$ cat src/rtl/key_pkg.sv
// Shared definitions for the pushbutton conditioning path: channel states,
// 50 MHz default timing constants and a small width helper.
package key_pkg;

   typedef enum logic [1:0] {
      ST_RELEASED     = 2'd0,
      ST_PRESS_WAIT   = 2'd1,
      ST_HELD         = 2'd2,
      ST_RELEASE_WAIT = 2'd3
   } key_state_e;

   localparam int unsigned DEBOUNCE_20MS       = 1_000_000;
   localparam int unsigned REPEAT_DELAY_500MS  = 25_000_000;
   localparam int unsigned REPEAT_PERIOD_200MS = 10_000_000;

   function automatic int unsigned max_u(input int unsigned a, input int unsigned b);
      return (a > b) ? a : b;
   endfunction

endpackage

$ cat src/rtl/key_channel.sv
// One pushbutton channel: synchronizer, polarity normalization, debounce FSM
// and hold-to-repeat step generation. All outputs are registered.
module key_channel
   import key_pkg::*;
#(
   parameter int unsigned ACTIVE_LOW      = 1,
   parameter int unsigned DEBOUNCE_CYCLES = DEBOUNCE_20MS,
   parameter int unsigned REPEAT_EN       = 1,
   parameter int unsigned REPEAT_DELAY    = REPEAT_DELAY_500MS,
   parameter int unsigned REPEAT_PERIOD   = REPEAT_PERIOD_200MS
) (
   input  logic clk,
   input  logic rst,
   input  logic key_raw,
   output logic key_level,
   output logic key_press,
   output logic key_release,
   output logic key_step
);

   localparam int unsigned CNT_W  = $clog2(DEBOUNCE_CYCLES);
   localparam int unsigned RCNT_W = $clog2(max_u(REPEAT_DELAY, REPEAT_PERIOD));
   localparam logic [CNT_W-1:0]  DB_LAST  = CNT_W'(DEBOUNCE_CYCLES - 1);
   localparam logic [RCNT_W-1:0] RD_LAST  = RCNT_W'(REPEAT_DELAY - 1);
   localparam logic [RCNT_W-1:0] RP_LAST  = RCNT_W'(REPEAT_PERIOD - 1);
   localparam logic              IDLE_LVL = (ACTIVE_LOW != 0);

   logic [1:0]        sync_q;
   logic              p_q;
   key_state_e        state_q, state_d;
   logic [CNT_W-1:0]  cnt_q, cnt_d;
   logic [RCNT_W-1:0] rcnt_q, rcnt_d;
   logic              first_q, first_d;
   logic              level_q, level_d;
   logic              press_q, press_d;
   logic              release_q, release_d;
   logic              step_q, step_d;

   // p_q is the normalized pressed flag; it is registered so p lands two edges
   // after the raw pin is first captured.
   always_ff @(posedge clk) begin
      if (rst) begin
         sync_q <= {2{IDLE_LVL}};
         p_q    <= 1'b0;
      end else begin
         sync_q <= {sync_q[0], key_raw};
         p_q    <= sync_q[1] ^ IDLE_LVL;
      end
   end

   always_comb begin
      state_d   = state_q;
      cnt_d     = cnt_q;
      rcnt_d    = rcnt_q;
      first_d   = first_q;
      level_d   = level_q;
      press_d   = 1'b0;
      release_d = 1'b0;
      step_d    = 1'b0;
      case (state_q)
         ST_RELEASED: begin
            if (p_q) begin
               state_d = ST_PRESS_WAIT;
               cnt_d   = '0;
            end
         end
         ST_PRESS_WAIT: begin
            if (!p_q) begin
               state_d = ST_RELEASED;
            end else if (cnt_q == DB_LAST) begin
               state_d = ST_HELD;
               level_d = 1'b1;
               press_d = 1'b1;
               step_d  = 1'b1;
               rcnt_d  = '0;
               first_d = 1'b1;
            end else begin
               cnt_d = cnt_q + 1'b1;
            end
         end
         ST_HELD: begin
            if (!p_q) begin
               state_d = ST_RELEASE_WAIT;
               cnt_d   = '0;
            end else if (REPEAT_EN != 0) begin
               // first_q selects the initial delay versus the steady period
               if (rcnt_q == (first_q ? RD_LAST : RP_LAST)) begin
                  step_d  = 1'b1;
                  rcnt_d  = '0;
                  first_d = 1'b0;
               end else begin
                  rcnt_d = rcnt_q + 1'b1;
               end
            end
         end
         ST_RELEASE_WAIT: begin
            if (p_q) begin
               state_d = ST_HELD;
               rcnt_d  = '0;
               first_d = 1'b0;
            end else if (cnt_q == DB_LAST) begin
               state_d   = ST_RELEASED;
               level_d   = 1'b0;
               release_d = 1'b1;
            end else begin
               cnt_d = cnt_q + 1'b1;
            end
         end
         default: state_d = ST_RELEASED;
      endcase
   end

   always_ff @(posedge clk) begin
      if (rst) begin
         state_q   <= ST_RELEASED;
         cnt_q     <= '0;
         rcnt_q    <= '0;
         first_q   <= 1'b0;
         level_q   <= 1'b0;
         press_q   <= 1'b0;
         release_q <= 1'b0;
         step_q    <= 1'b0;
      end else begin
         state_q   <= state_d;
         cnt_q     <= cnt_d;
         rcnt_q    <= rcnt_d;
         first_q   <= first_d;
         level_q   <= level_d;
         press_q   <= press_d;
         release_q <= release_d;
         step_q    <= step_d;
      end
   end

   assign key_level   = level_q;
   assign key_press   = press_q;
   assign key_release = release_q;
   assign key_step    = step_q;

endmodule

$ cat src/rtl/key_conditioner.sv
// Board pushbutton conditioner: N_KEYS independent debounced channels producing
// level, press, release and auto-repeat step pulses.
module key_conditioner
   import key_pkg::*;
#(
   parameter int unsigned N_KEYS          = 4,
   parameter int unsigned ACTIVE_LOW      = 1,
   parameter int unsigned DEBOUNCE_CYCLES = DEBOUNCE_20MS,
   parameter int unsigned REPEAT_EN       = 1,
   parameter int unsigned REPEAT_DELAY    = REPEAT_DELAY_500MS,
   parameter int unsigned REPEAT_PERIOD   = REPEAT_PERIOD_200MS
) (
   input  logic              clk,
   input  logic              rst,
   input  logic [N_KEYS-1:0] key_raw,
   output logic [N_KEYS-1:0] key_level,
   output logic [N_KEYS-1:0] key_press,
   output logic [N_KEYS-1:0] key_release,
   output logic [N_KEYS-1:0] key_step
);

   generate
      for (genvar gi = 0; gi < int'(N_KEYS); gi++) begin : g_chan
         key_channel #(
            .ACTIVE_LOW      (ACTIVE_LOW),
            .DEBOUNCE_CYCLES (DEBOUNCE_CYCLES),
            .REPEAT_EN       (REPEAT_EN),
            .REPEAT_DELAY    (REPEAT_DELAY),
            .REPEAT_PERIOD   (REPEAT_PERIOD)
         ) u_chan (
            .clk         (clk),
            .rst         (rst),
            .key_raw     (key_raw[gi]),
            .key_level   (key_level[gi]),
            .key_press   (key_press[gi]),
            .key_release (key_release[gi]),
            .key_step    (key_step[gi])
         );
      end
   endgenerate

endmodule
$ cat config.mk
export PLATFORM = sky130hd
export DESIGN_NAME = key_conditioner
export DESIGN_NICKNAME = d
export VERILOG_FILES = /design/src/rtl/key_pkg.sv /design/src/rtl/key_channel.sv /design/src/rtl/key_conditioner.sv
export SDC_FILE = /design/constraint.sdc
export NUM_CORES = 1
export LEC_CHECK = 0
export CORE_ASPECT_RATIO = 1.1
export CORE_UTILIZATION = 50
export CTS_CLUSTER_DIAMETER = 50
export DETAILED_ROUTE_END_ITERATION = 8
export GPL_TIMING_DRIVEN = 0
export HOLD_SLACK_MARGIN = 0.05
export PLACE_DENSITY = 0.69
export SYNTH_ARGS = -nofsm -noshare
export SYNTH_HDL_FRONTEND = slang
export SYNTH_SLANG_ARGS = --single-unit
$ cat constraint.sdc
create_clock -name clk -period 2.4 [get_ports clk]
set_input_delay 0.48 -clock clk [delete_from_list [all_inputs] [get_ports clk]]
set_output_delay 0.48 -clock clk [all_outputs]
set_load 0.005 [all_outputs]
==> metrics list, run 1 <==
- The worst register-to-register path ends at g_chan[3].u_chan.rcnt_q[21].
- Async set or reset register ratio after synthesis: 0%
- Mapped cell area: ~11000 sq um
* Final slew viol count: 0
- Die Y-Extent: about 160 microns
- Routability-driven placement finished with a final weighted congestion of between 0.8 and 0.9.
- Count of distinct cell types in the synthesized netlist: 66
- Most frequent standard cell in the layout excluding fill and tap cells: sky130_fd_sc_hd__dfxtp_1
* Achievable clock frequency: about 0.40 GHz
- Setup repair after global routing could not meet its margin everywhere.
- After layout, the minimum clock period comes to 2.47 ns.
- The die is between 100 and 150 microns wide.
- MaxCap Viol Count: 0
- Clock tree synthesis inserted a total of 28 buffers.
* Vias in the first global route: about 9000
* Post-layout nets: 1439
- In the final routed layout, each cell accounts on average for ~15 microns.
- H-tree depth reported by CTS: 1
* Boundary pin count: 22
- Count of placed standard cells in the final layout, fillers left out: 1720
* Number of hold violations in the final report: 0
- Number of sinks driven by the clock tree: 220
* Clk Tree Root Cell: sky130_fd_sc_hd__clkbuf_16
- Of the cells placed in the final design, the portion with a size suffix greater than 1 is ~16%.
* Count of final setup violators: 6
* Slack of the worst reg-to-reg path: -0.07 ns
- Initial standard-cell utilization of the core: between 50% and 60%
* Highest-count cells in the layout ignoring fill and taps: 204 x sky130_fd_sc_hd__dfxtp_1, 187 x sky130_fd_sc_hd__nor2_1, 107 x sky130_fd_sc_hd__nand2_1
- Once placement completed, the tool counted placed cells totaling 1657.
- Clock-pin slew was measured on the worst setup and hold paths at approximately 0.060 ns.
- Instance count along the most critical hold path: 1
- The routed design has approximately 26 mm of wire.
- Counting every instance in the synthesized netlist gives 1346.
- The HPWL after detailed placement is about 17 mm.
* Transition at the pin with the smallest max-transition slack: between 0.7 and 0.8 ns
- Counting the fill cells in the layout gives around 1900.
* Start-to-end type of the worst setup path: register to register
* Aggregate global-route resource usage: approximately a quarter
- The finished cells cover approximately 13000 sq um.
* Synthesized Nets: about 1400
- Pin count of the biggest net entering global routing: 15
* Pre-Repair DR Iteration Count: 5
* Synth Warn #: 0
- Core region area: 21500 sq um
- Beginning of the worst hold path: g_chan[2].u_chan.sync_q[1]
- Relative to the synthesized area, the layout overhead comes to 21.1%.
- In this run, post-CTS hold repair placed 0 buffers.
* Count of buffers inserted at the top-level ports: 21
* RR Startpoint: g_chan[3].u_chan.cnt_q[8]
* Worst Reg2Reg Path Length in Cells: 6
* Commonest register cell after synthesis: sky130_fd_sc_hd__dfxtp_1
* Worst min-delay path class: register to register
- DRC viols: 0
- The first global-routing pass estimated between 40 and 50 mm of wire.
* Sequential share of the synthesized area: 39.7%
- Yosys mapped a number of flops with a built-in enable equal to 0.
- Maximum root-to-sink buffer count: 3
- In the finished design, the share of the clock period the worst path needs comes to 103%.
- Element type at the critical path start: register
- Area after detailed placement: about 12000 sq um
- Total via count after detailed routing: roughly 10000
- After the first detailed-routing iteration, the DRC count stood at approximately 490.
* Mean area per synthesized cell: just over 8 sq um
- Critical path data arrival time: between 2 and 3 ns
* Required time of the critical path: approximately 2.9 ns
* Setup skew after layout: between 0.02 and 0.03 ns
* Endpoint with the worst hold slack: g_chan[2].u_chan.p_q
- The floorplan has 56 rows.
* Power density relative to cell area: 693 nW/um^2
* Clock tree from TritonCTS: built
* Violations in the final reports: setup timing
* Peak supply drop: between 0.5 and 0.6 mV
- Counting flops and latches in the post-synthesis netlist gives 220.
* Type of destination of the critical path: register
- Outcome: finished, violations left
- Count of nets left with antenna violations after detail routing: 0
- CP max FO: 3
- Post-layout worst setup margin: -0.0712 ns
- The floorplan step defined a die boundary enclosing about 23000 sq um.
- Leakage power: 4.51 nW
- Per-cell via count in the routed design: approximately 5.8
- Global routing finished with a remaining overflow of 0.
* Headroom to the max-slew limit: between 50 and 60%
- The initial antenna violation count is 0.
- Source-to-sink clock delay at the later pin of the worst-skew pair: around 0.55 ns
- Ant diodes: 0
-- worst max path at each step --
stage / start / to / slack [ns] / cells past startpoint
3_5_place_dp: rst / g_chan[3].u_chan.key_release / -0.59 / 5
6_report: g_chan[3].u_chan.cnt_q[8] / g_chan[3].u_chan.rcnt_q[21] / -0.07 / 6
4_1_cts: g_chan[0].u_chan.rcnt_q[6] / g_chan[0].u_chan.rcnt_q[20] / -0.1 / 9
3_3_place_gp: rst / g_chan[3].u_chan.key_release / -0.60 / 5
5_1_grt: g_chan[3].u_chan.cnt_q[8] / g_chan[3].u_chan.rcnt_q[21] / -0.15 / 6
2_1_floorplan: g_chan[3].u_chan.cnt_q[7] / g_chan[3].u_chan.rcnt_q[21] / 0.02 / 6
-- kinds of logic after synthesis --
group,synth area share [%]
buffers and inverters,4.27
adder cells (fa/ha/maj),2.71
AO/OA/AOI/OAI,10.1
AND/OR/NAND/NOR,32.5
flip-flops,39.7
XOR/XNOR,10.4
multiplexers,0.361
-- layer usage --
metal  wire [microns]  track usage, %  part of all wire [%]
met1            12000            30.8                    46
met2            12500            39.8                    48
met3             1090            2.45                   4.2
met4              587            6.74                   2.2
met5                0               0                     0
-- critical path, cell delays in order, from the launching register on --
cell                      delay [ns]
sky130_fd_sc_hd__dfxtp_4        0.34
sky130_fd_sc_hd__or4b_4         0.57
sky130_fd_sc_hd__o41ai_4        0.37
sky130_fd_sc_hd__nand3_2        0.22
sky130_fd_sc_hd__or4_4          0.46
sky130_fd_sc_hd__or3_4          0.34
sky130_fd_sc_hd__a21oi_2        0.12
-- report_power, final --
group	total [mW]	internal [mW]	switching, mW
logic	1.27	0.462	0.806
clock network	4.25	2.59	1.67
registers	3.78	3.71	0.0684
-- synthesized netlist by cell type, types with 6 or more instances --
cell / count / share of area (%)
sky130_fd_sc_hd__a211oi_1: 8 / 0.54
sky130_fd_sc_hd__a21o_1: 8 / 0.54
sky130_fd_sc_hd__a21oi_1: 55 / 2.5
sky130_fd_sc_hd__a31oi_1: 8 / 0.45
sky130_fd_sc_hd__and2_1: 16 / 0.90
sky130_fd_sc_hd__and3_1: 31 / 1.7
sky130_fd_sc_hd__and4_1: 13 / 1.0
sky130_fd_sc_hd__buf_4: 16 / 1.1
sky130_fd_sc_hd__clkbuf_1: 42 / 1.4
sky130_fd_sc_hd__dfxtp_1: 220 / 40
sky130_fd_sc_hd__ha_1: 24 / 2.7
sky130_fd_sc_hd__inv_1: 36 / 1.2
sky130_fd_sc_hd__nand2_1: 108 / 3.7
sky130_fd_sc_hd__nand3_1: 65 / 2.9
sky130_fd_sc_hd__nand4_1: 67 / 3.8
sky130_fd_sc_hd__nand4b_1: 7 / 0.55
sky130_fd_sc_hd__nor2_1: 191 / 6.5
sky130_fd_sc_hd__nor2_2: 10 / 0.56
sky130_fd_sc_hd__nor2b_1: 8 / 0.45
sky130_fd_sc_hd__nor3_1: 56 / 2.5
sky130_fd_sc_hd__nor4_1: 40 / 2.3
sky130_fd_sc_hd__nor4b_1: 14 / 1.1
sky130_fd_sc_hd__o21ai_0: 43 / 1.9
sky130_fd_sc_hd__o31ai_1: 6 / 0.41
sky130_fd_sc_hd__o41ai_1: 6 / 0.47
sky130_fd_sc_hd__or2_2: 13 / 0.73
sky130_fd_sc_hd__or3_1: 19 / 1.1
sky130_fd_sc_hd__or4_1: 8 / 0.54
sky130_fd_sc_hd__xnor2_1: 78 / 6.2
sky130_fd_sc_hd__xor2_1: 54 / 4.3
-- repair_timing --
action | CTS | global route
buffers inserted | 15 | 7
setup endpoints to repair | 153 | 152
endpoints found under the hold margin | 0 | 0
resized for setup | 78 | 101
cloned | 1 | 1
pin swaps | 13 | 21
-- sequential cells by signal (all words and copies together) (netlist names), named ones only --
| signal | cells |
|---|---|
| g_chan.u_chan.key_level | 4 |
| g_chan.u_chan.cnt_q | 80 |
| g_chan.u_chan.state_q | 4 |
| g_chan.u_chan.sync_q | 8 |
| g_chan.u_chan.key_step | 4 |
| g_chan.u_chan.p_q | 4 |
| g_chan.u_chan.rcnt_q | 100 |
| g_chan.u_chan.key_press | 4 |
| g_chan.u_chan.key_release | 4 |
| g_chan.u_chan.first_q | 4 |
-- metrics by stage --
stage               total power [mW]  setup slack (ns)  hold slack [ns]  setup TNS (ns)  util [%]
floorplan                       4.58            0.0188            0.363               0         -
global placement                4.85            -0.597            0.364          -58.55      54.2
detailed placement              4.86            -0.586            0.366          -59.62      54.2
CTS                             9.30           -0.0957            0.375          -0.958      60.6
global route                    9.66            -0.148            0.396           -1.39      62.4
finish                          9.31           -0.0712            0.373          -0.206      62.4
-- area by class of cell --
class                      instances  area (sq um)  share of cell area [%]
buffer                            57           375                    2.80
clock inverter                    17           205                    1.53
timing repair buffer              43           420                    3.13
inverter                          36           135                    1.01
clock buffer                      34           753                    5.61
tap                              290           363                    2.70
sequential                       220          4430                    33.0
multi-input combinational       1023          6740                    50.2
Note: power is estimated with default switching activity, not from simulation.
==> run 2: changes to the inputs <==
--- a/config.mk
+++ b/config.mk
@@ -12,6 +12,7 @@
 export GPL_TIMING_DRIVEN = 0
 export HOLD_SLACK_MARGIN = 0.05
 export PLACE_DENSITY = 0.69
+export SLEW_MARGIN = 20
 export SYNTH_ARGS = -nofsm -noshare
 export SYNTH_HDL_FRONTEND = slang
 export SYNTH_SLANG_ARGS = --single-unit
==> results of run 2 <==
Same layout as run 1: the final DEF is identical, and so are final timing and power.
